`config.mk`:
```
export PLATFORM = sky130hd
export DESIGN_NAME = conv_mac_seq_flat
export DESIGN_NICKNAME = d
export VERILOG_FILES = /design/src/rtl/conv_mac_if.sv /design/src/rtl/conv_mac_seq.sv /design/src/flat_wrapper.sv
export SDC_FILE = /design/constraint.sdc
export NUM_CORES = 1
export LEC_CHECK = 0
export ABC_AREA = 1
export CORE_MARGIN = 5
export CORE_UTILIZATION = 59
export CTS_CLUSTER_SIZE = 10
export DETAILED_ROUTE_END_ITERATION = 7
export GPL_TIMING_DRIVEN = 0
export PLACE_DENSITY_LB_ADDON = 0.08
export SLEW_MARGIN = 20
export SYNTH_ARGS = -nofsm -noshare
export SYNTH_HDL_FRONTEND = slang
export SYNTH_SLANG_ARGS = --single-unit
export TNS_END_PERCENT = 1
```
`constraint.sdc`:
```
create_clock -name clk -period 9.1 [get_ports clk]
set_clock_uncertainty 0.2 [all_clocks]
set_input_delay 1.82 -clock clk [delete_from_list [all_inputs] [get_ports clk]]
set_output_delay 1.82 -clock clk [all_outputs]
set_load 0.01 [all_outputs]
```
`src/rtl/conv_mac_if.sv`:
```
// conv_mac_if: handshake bundle between the window/weight fetch logic
// (master) and the dot-product engine conv_mac_seq (slave).
//
// Signals:
//   start      master->slave  begin a dot product (sampled only when idle)
//   bias       master->slave  bias latched on an accepted start
//   in_valid   master->slave  in_data/in_weight carry a pair
//   in_ready   slave->master  engine accepts a pair this cycle
//   in_data    master->slave  activation
//   in_weight  master->slave  weight
//   out_valid  slave->master  out_data holds a finished result
//   out_ready  master->slave  downstream accepts the result
//   out_data   slave->master  result
//   busy       slave->master  engine is not idle
interface conv_mac_if #(
  parameter int DATA_W = 16
);
  logic              start;
  logic [DATA_W-1:0] bias;
  logic              in_valid;
  logic              in_ready;
  logic [DATA_W-1:0] in_data;
  logic [DATA_W-1:0] in_weight;
  logic              out_valid;
  logic              out_ready;
  logic [DATA_W-1:0] out_data;
  logic              busy;

  modport master (
    output start, bias, in_valid, in_data, in_weight, out_ready,
    input  in_ready, out_valid, out_data, busy
  );

  modport slave (
    input  start, bias, in_valid, in_data, in_weight, out_ready,
    output in_ready, out_valid, out_data, busy
  );
endinterface

```
`src/rtl/conv_mac_seq.sv`:
```
// conv_mac_seq: sequential multiply-accumulate engine for one convolution
// output pixel. A job latches a bias on start, then consumes TAPS
// (activation, weight) pairs over a valid/ready handshake and presents
// bias + sum(in*w) on a valid/ready result port.
//
// All arithmetic is unsigned and wraps modulo 2^DATA_W: product bits above
// DATA_W-1 are dropped and every addition wraps, with no saturation.
//
// Ports:
//   clk  clock, all logic on the rising edge
//   rst  synchronous active-high reset; overrides everything, drops any
//        partial accumulation or pending result
//   bus  conv_mac_if.slave (start/bias, input pair stream, result stream,
//        busy)
//
// Every output is a register or a decode of the state register, so there
// is no combinational path from any input to any output.
module conv_mac_seq #(
  parameter int DATA_W = 16,
  parameter int TAPS   = 9
) (
  input  logic        clk,
  input  logic        rst,
  conv_mac_if.slave   bus
);

  localparam int CNT_W = $clog2(TAPS) + 1;
  localparam logic [CNT_W-1:0] LAST_TAP = CNT_W'(TAPS - 1);

  localparam logic [1:0] S_IDLE = 2'd0;
  localparam logic [1:0] S_ACC  = 2'd1;
  localparam logic [1:0] S_DONE = 2'd2;

  // Low DATA_W bits of the full product.
  function automatic logic [DATA_W-1:0] trunc_prod(
    input logic [DATA_W-1:0] a,
    input logic [DATA_W-1:0] b
  );
    logic [2*DATA_W-1:0] full;
    full = {{DATA_W{1'b0}}, a} * {{DATA_W{1'b0}}, b};
    return full[DATA_W-1:0];
  endfunction

  // Modulo-2^DATA_W addition; the carry is discarded on purpose.
  function automatic logic [DATA_W-1:0] wrap_add(
    input logic [DATA_W-1:0] a,
    input logic [DATA_W-1:0] b
  );
    logic [DATA_W:0] full;
    full = {1'b0, a} + {1'b0, b};
    return full[DATA_W-1:0];
  endfunction

  logic [1:0]        state_q, state_d;
  logic [DATA_W-1:0] acc_q, acc_d;
  logic [CNT_W-1:0]  cnt_q, cnt_d;
  logic [DATA_W-1:0] result_q, result_d;

  logic [DATA_W-1:0] prod;
  logic [DATA_W-1:0] sum;

  assign prod = trunc_prod(bus.in_data, bus.in_weight);
  assign sum  = wrap_add(acc_q, prod);

  always_comb begin
    state_d  = state_q;
    acc_d    = acc_q;
    cnt_d    = cnt_q;
    result_d = result_q;
    case (state_q)
      S_IDLE: begin
        if (bus.start) begin
          acc_d   = bus.bias;
          cnt_d   = '0;
          state_d = S_ACC;
        end
      end
      S_ACC: begin
        // in_ready is 1 throughout ACC, so in_valid alone marks a handshake.
        if (bus.in_valid) begin
          acc_d = sum;
          cnt_d = cnt_q + CNT_W'(1);
          if (cnt_q == LAST_TAP) begin
            result_d = sum;
            state_d  = S_DONE;
          end
        end
      end
      S_DONE: begin
        // start is not looked at here, so a start coinciding with the
        // result handshake is dropped rather than queued.
        if (bus.out_ready) begin
          state_d = S_IDLE;
        end
      end
      default: begin
        state_d = S_IDLE;
      end
    endcase
  end

  always_ff @(posedge clk) begin
    if (rst) begin
      state_q  <= S_IDLE;
      acc_q    <= '0;
      cnt_q    <= '0;
      result_q <= '0;
    end else begin
      state_q  <= state_d;
      acc_q    <= acc_d;
      cnt_q    <= cnt_d;
      result_q <= result_d;
    end
  end

  assign bus.in_ready  = (state_q == S_ACC);
  assign bus.out_valid = (state_q == S_DONE);
  assign bus.busy      = (state_q != S_IDLE);
  assign bus.out_data  = result_q;

endmodule
```
`src/flat_wrapper.sv`:
```
// flat-port wrapper written by rule: the top's interface ports become plain ports
module conv_mac_seq_flat 
#(
  parameter int DATA_W = 16,
  parameter int TAPS   = 9
)
  (clk, rst, bus_start, bus_bias, bus_in_valid, bus_in_data, bus_in_weight, bus_out_ready, bus_in_ready, bus_out_valid, bus_out_data, bus_busy);
  conv_mac_if #(.DATA_W(DATA_W)) bus_i ();
  input  logic clk;
  input  logic rst;
  input wire logic [$bits(bus_i.start)-1:0] bus_start;
  input wire logic [$bits(bus_i.bias)-1:0] bus_bias;
  input wire logic [$bits(bus_i.in_valid)-1:0] bus_in_valid;
  input wire logic [$bits(bus_i.in_data)-1:0] bus_in_data;
  input wire logic [$bits(bus_i.in_weight)-1:0] bus_in_weight;
  input wire logic [$bits(bus_i.out_ready)-1:0] bus_out_ready;
  output wire logic [$bits(bus_i.in_ready)-1:0] bus_in_ready;
  output wire logic [$bits(bus_i.out_valid)-1:0] bus_out_valid;
  output wire logic [$bits(bus_i.out_data)-1:0] bus_out_data;
  output wire logic [$bits(bus_i.busy)-1:0] bus_busy;
  assign bus_i.start = bus_start;
  assign bus_i.bias = bus_bias;
  assign bus_i.in_valid = bus_in_valid;
  assign bus_i.in_data = bus_in_data;
  assign bus_i.in_weight = bus_in_weight;
  assign bus_i.out_ready = bus_out_ready;
  assign bus_in_ready = bus_i.in_ready;
  assign bus_out_valid = bus_i.out_valid;
  assign bus_out_data = bus_i.out_data;
  assign bus_busy = bus_i.busy;
  conv_mac_seq #(.DATA_W(DATA_W), .TAPS(TAPS)) u_core (.clk(clk), .rst(rst), .bus(bus_i));
endmodule
```
==> impl_metrics.tcl <==
set metrics [dict create \
    antenna_cells 0 \
    power_density_nw_per_um2 307.0 \
    internal_power_mw 0.9936 \
    root_buffer "clkbuf_8" \
    r2r-end "u_core.bus.out_data[15]" \
    drtPass1Iterations 5 \
    hold_end "u_core.acc_q[10]" \
    synth_edf_count 0 \
    drc 0 \
    switching_share_pct 55.94 \
    path_max_fanout 10 \
    synthMostInstantiatedCell "inv_1" \
    p_clk_share_pct 5.8 \
    cp-end-kind "flop" \
    path_cells "clkdlybuf4s50_1, clkbuf_1, nand2_1, fa_1, fa_1, fa_1, inv_1, fa_1, fa_1, inv_1, fa_1, inv_1, ha_1, a21oi_1, o21a_1, o21ai_0, a31oi_1, inv_1, nand3_1, nand3_1, o211ai_1, inv_2" \
    critPathMaxStageDelay_ps 570 \
    cts_tree "built" \
    ant_nets 0 \
    tightest_slew_ps 642.4 \
    rows 38 \
    drtIter0Drc 355 \
    cts_hold_buf 0 \
    cts_buffers 5 \
    path_clk_slew_ps 70 \
    status "completed" \
    first_global_vias 5558 \
    p_sw_mw 1.261 \
    drive_gt1_share_pct 4.260 \
    die_area_um2 13140 \
    p_comb_share_pct 85.4 \
    seqPwrFrac_pct 8.8 \
    synthDistinctLibCells 37 \
    maxCapViolations 0 \
    grt_usage_pct 25.16 \
    max_slew_margin_pct 57.17 \
    syn-mean-instance-area_um2 7.045 \
    r2r_slack_ps 4580 \
    viasPerCell 4.934 \
    netlist_instances 917 \
    async_flop_share_pct 0 \
    initial_utilization_pct 59.85 \
    maxSlewViolCount 0 \
    worstPathRequired_ps 9100 \
    hold_depth 2 \
    yosysWarnings 0 \
    place_ws_ps 1070 \
    nFillCells 969 \
    die_h_um 114.6 \
    layout_min_cycle_time_ps 7709 \
    leakage_nw 4.171 \
    clockBufferDepth 2 \
    synth-main-ff-cell "dfxtp_1" \
    yosys.area.top_type "fa_1" \
    ctsResizeCount 0 \
    ir_drop_v 0.0003743 \
    postCtsSetupBuffers 0 \
    port_buffers 61 \
    fp.dieW_um 114.6 \
    grt_overflow 0 \
    post-dp-hpwl_um 12880 \
    ios 72 \
    holdCritStartpoint "u_core.acc_q[10]" \
    routed_wl_um 15370 \
    tns_ps 0 \
    worstRegToRegCells 18 \
    fmax_mhz 129.7 \
    setup_violations 0 \
    nets 1186 \
    startpoint_type "input pin" \
    period_share_pct 84.72 \
    routabilityCongestion 0.8950 \
    grt_max_degree 12 \
    r2r-start "u_core.acc_q[12]" \
    finalHoldViolations 0 \
    rsz0062_at_grt "false" \
    synth_top_area_share_pct 29.13 \
    ys_seq_area_share_pct 12.09 \
    synth_common_cells "263 x inv_1, 249 x nand2_1, 94 x fa_1" \
    ys_ff_latch 39 \
    holdWs_ps 264.6 \
    grt_pass1_wl_um 26300 \
    area.growth.synth_to_final_pct 13.71 \
    fp.coreArea_um2 10790 \
    vias 5556 \
    numClockSinks 39 \
    slowest_stage "clkdlybuf4s50_1" \
    syn-cell-area_um2 6460 \
    synth_area_leaders "fa_1 29%, inv_1 15%, nand2_1 14%, dfxtp_1 12%, ha_1 10%" \
    setup_slack_ps 1391 \
    min_path_type "flop to flop" \
    crit_start "bus_in_weight[2]" \
    ctsHtreeMaxLevel 2 \
    crit_top_cell "fa_1" \
    antenna_found_initial 0 \
    worst-setup-path-type "input pin to flop" \
    critPathArrivalTime_ps 7710 \
    routedWlPerCell_um 13.65 \
    fin_util_pct 68.06 \
    clk_latency_ps 300 \
    syn_nets 1118 \
]
## worst max-delay path: cells and delay by family
family                   cells  cell delay (ps)
buffers and inverters        7             1300
AO/OA/AOI/OAI                5              800
adder cells (fa/ha/maj)      7             3450
AND/OR/NAND/NOR              3              360
## state kept, by name (all words and copies together), names as in the netlist
signal and flops:
u_core.acc_q 16, u_core.bus.out_data 16, u_core.state_q 2, u_core.cnt_q 5
## layout make-up
type	count	area, um2	share of cell area (%)
repair buffers	61	610.6	8.312
multi-input cells	574	4481	60.99
inverters	269	1010	13.75
clock buffers	8	100.1	1.363
well taps	140	175.2	2.385
flip-flops and latches	39	780.7	10.63
plain buffers	35	188.9	2.572
## stage by stage
stage	cell area (um2)	power, mW	cells
floorplan	6460	1.637	917
global placement	7246	2.097	1118
detailed placement	7246	2.112	1118
CTS	7346	2.264	1126
global route	7346	2.551	1126
finish	7346	2.255	1126
## placed cells by master, fill, tap and decap left out, drive strengths merged, types with 4 or more instances in the layout
cell type	synthesis	final
a31oi	7	7
nor2	31	31
nand2	256	256
o21ai	25	25
fa	94	94
xnor2	7	7
or2	6	6
o21bai	4	4
buf	16	16
a211oi	5	5
ha	54	54
clkdlybuf4s50	0	61
clkbuf	19	27
nand3	31	31
xor2	4	4
o211ai	6	6
a21oi	30	30
dfxtp	39	39
inv	269	269
## layer usage
layer  global-route usage (%)  part of all wire, %  vias up
li1                         -                    -     2790
met1                    33.16                   44     2553
met2                    41.48                   46      176
met3                    4.228                  6.9       37
met5                        0                    0        -
met4                    9.580                  3.1        0
## worst max path at each step
| stage | endpoint | slack (ps) | depth (start not counted) |
|---|---|---|---|
| final | u_core.bus.out_data[15] | 1390 | 22 |
| after global routing | u_core.acc_q[13] | 1110 | 27 |
| after CTS | u_core.bus.out_data[15] | 1380 | 22 |
| after detailed placement | u_core.bus.out_data[15] | 1070 | 22 |
| after global placement | u_core.bus.out_data[15] | 1040 | 22 |
| after floorplan | u_core.acc_q[14] | 2150 | 21 |
## cells by family (layout without fill, tap and decap cells)
family / Yosys count / after routing / share of synthesized area (%)
DFF: 39 / 39 / 12.09
buffers and inverters: 304 / 373 / 18.55
xor gates and xnor gates: 11 / 11 / 1.491
and+or+nand+nor: 334 / 334 / 21.05
AOI/OAI and AO/OA: 81 / 81 / 7.225
adders and majority gates: 148 / 148 / 39.59
## power by group through the flow
| stage | combinational, mW | sequential (mW) | clock, mW |
|---|---|---|---|
| CTS | 1.93 | 0.199 | 0.132 |
| global placement | 1.90 | 0.201 | 0 |
| floorplan | 1.44 | 0.200 | 0 |
| detailed placement | 1.91 | 0.203 | 0 |
| finish | 1.93 | 0.199 | 0.130 |
| global route | 2.21 | 0.201 | 0.138 |
No activity file was read; power rests on OpenSTA's default activity.
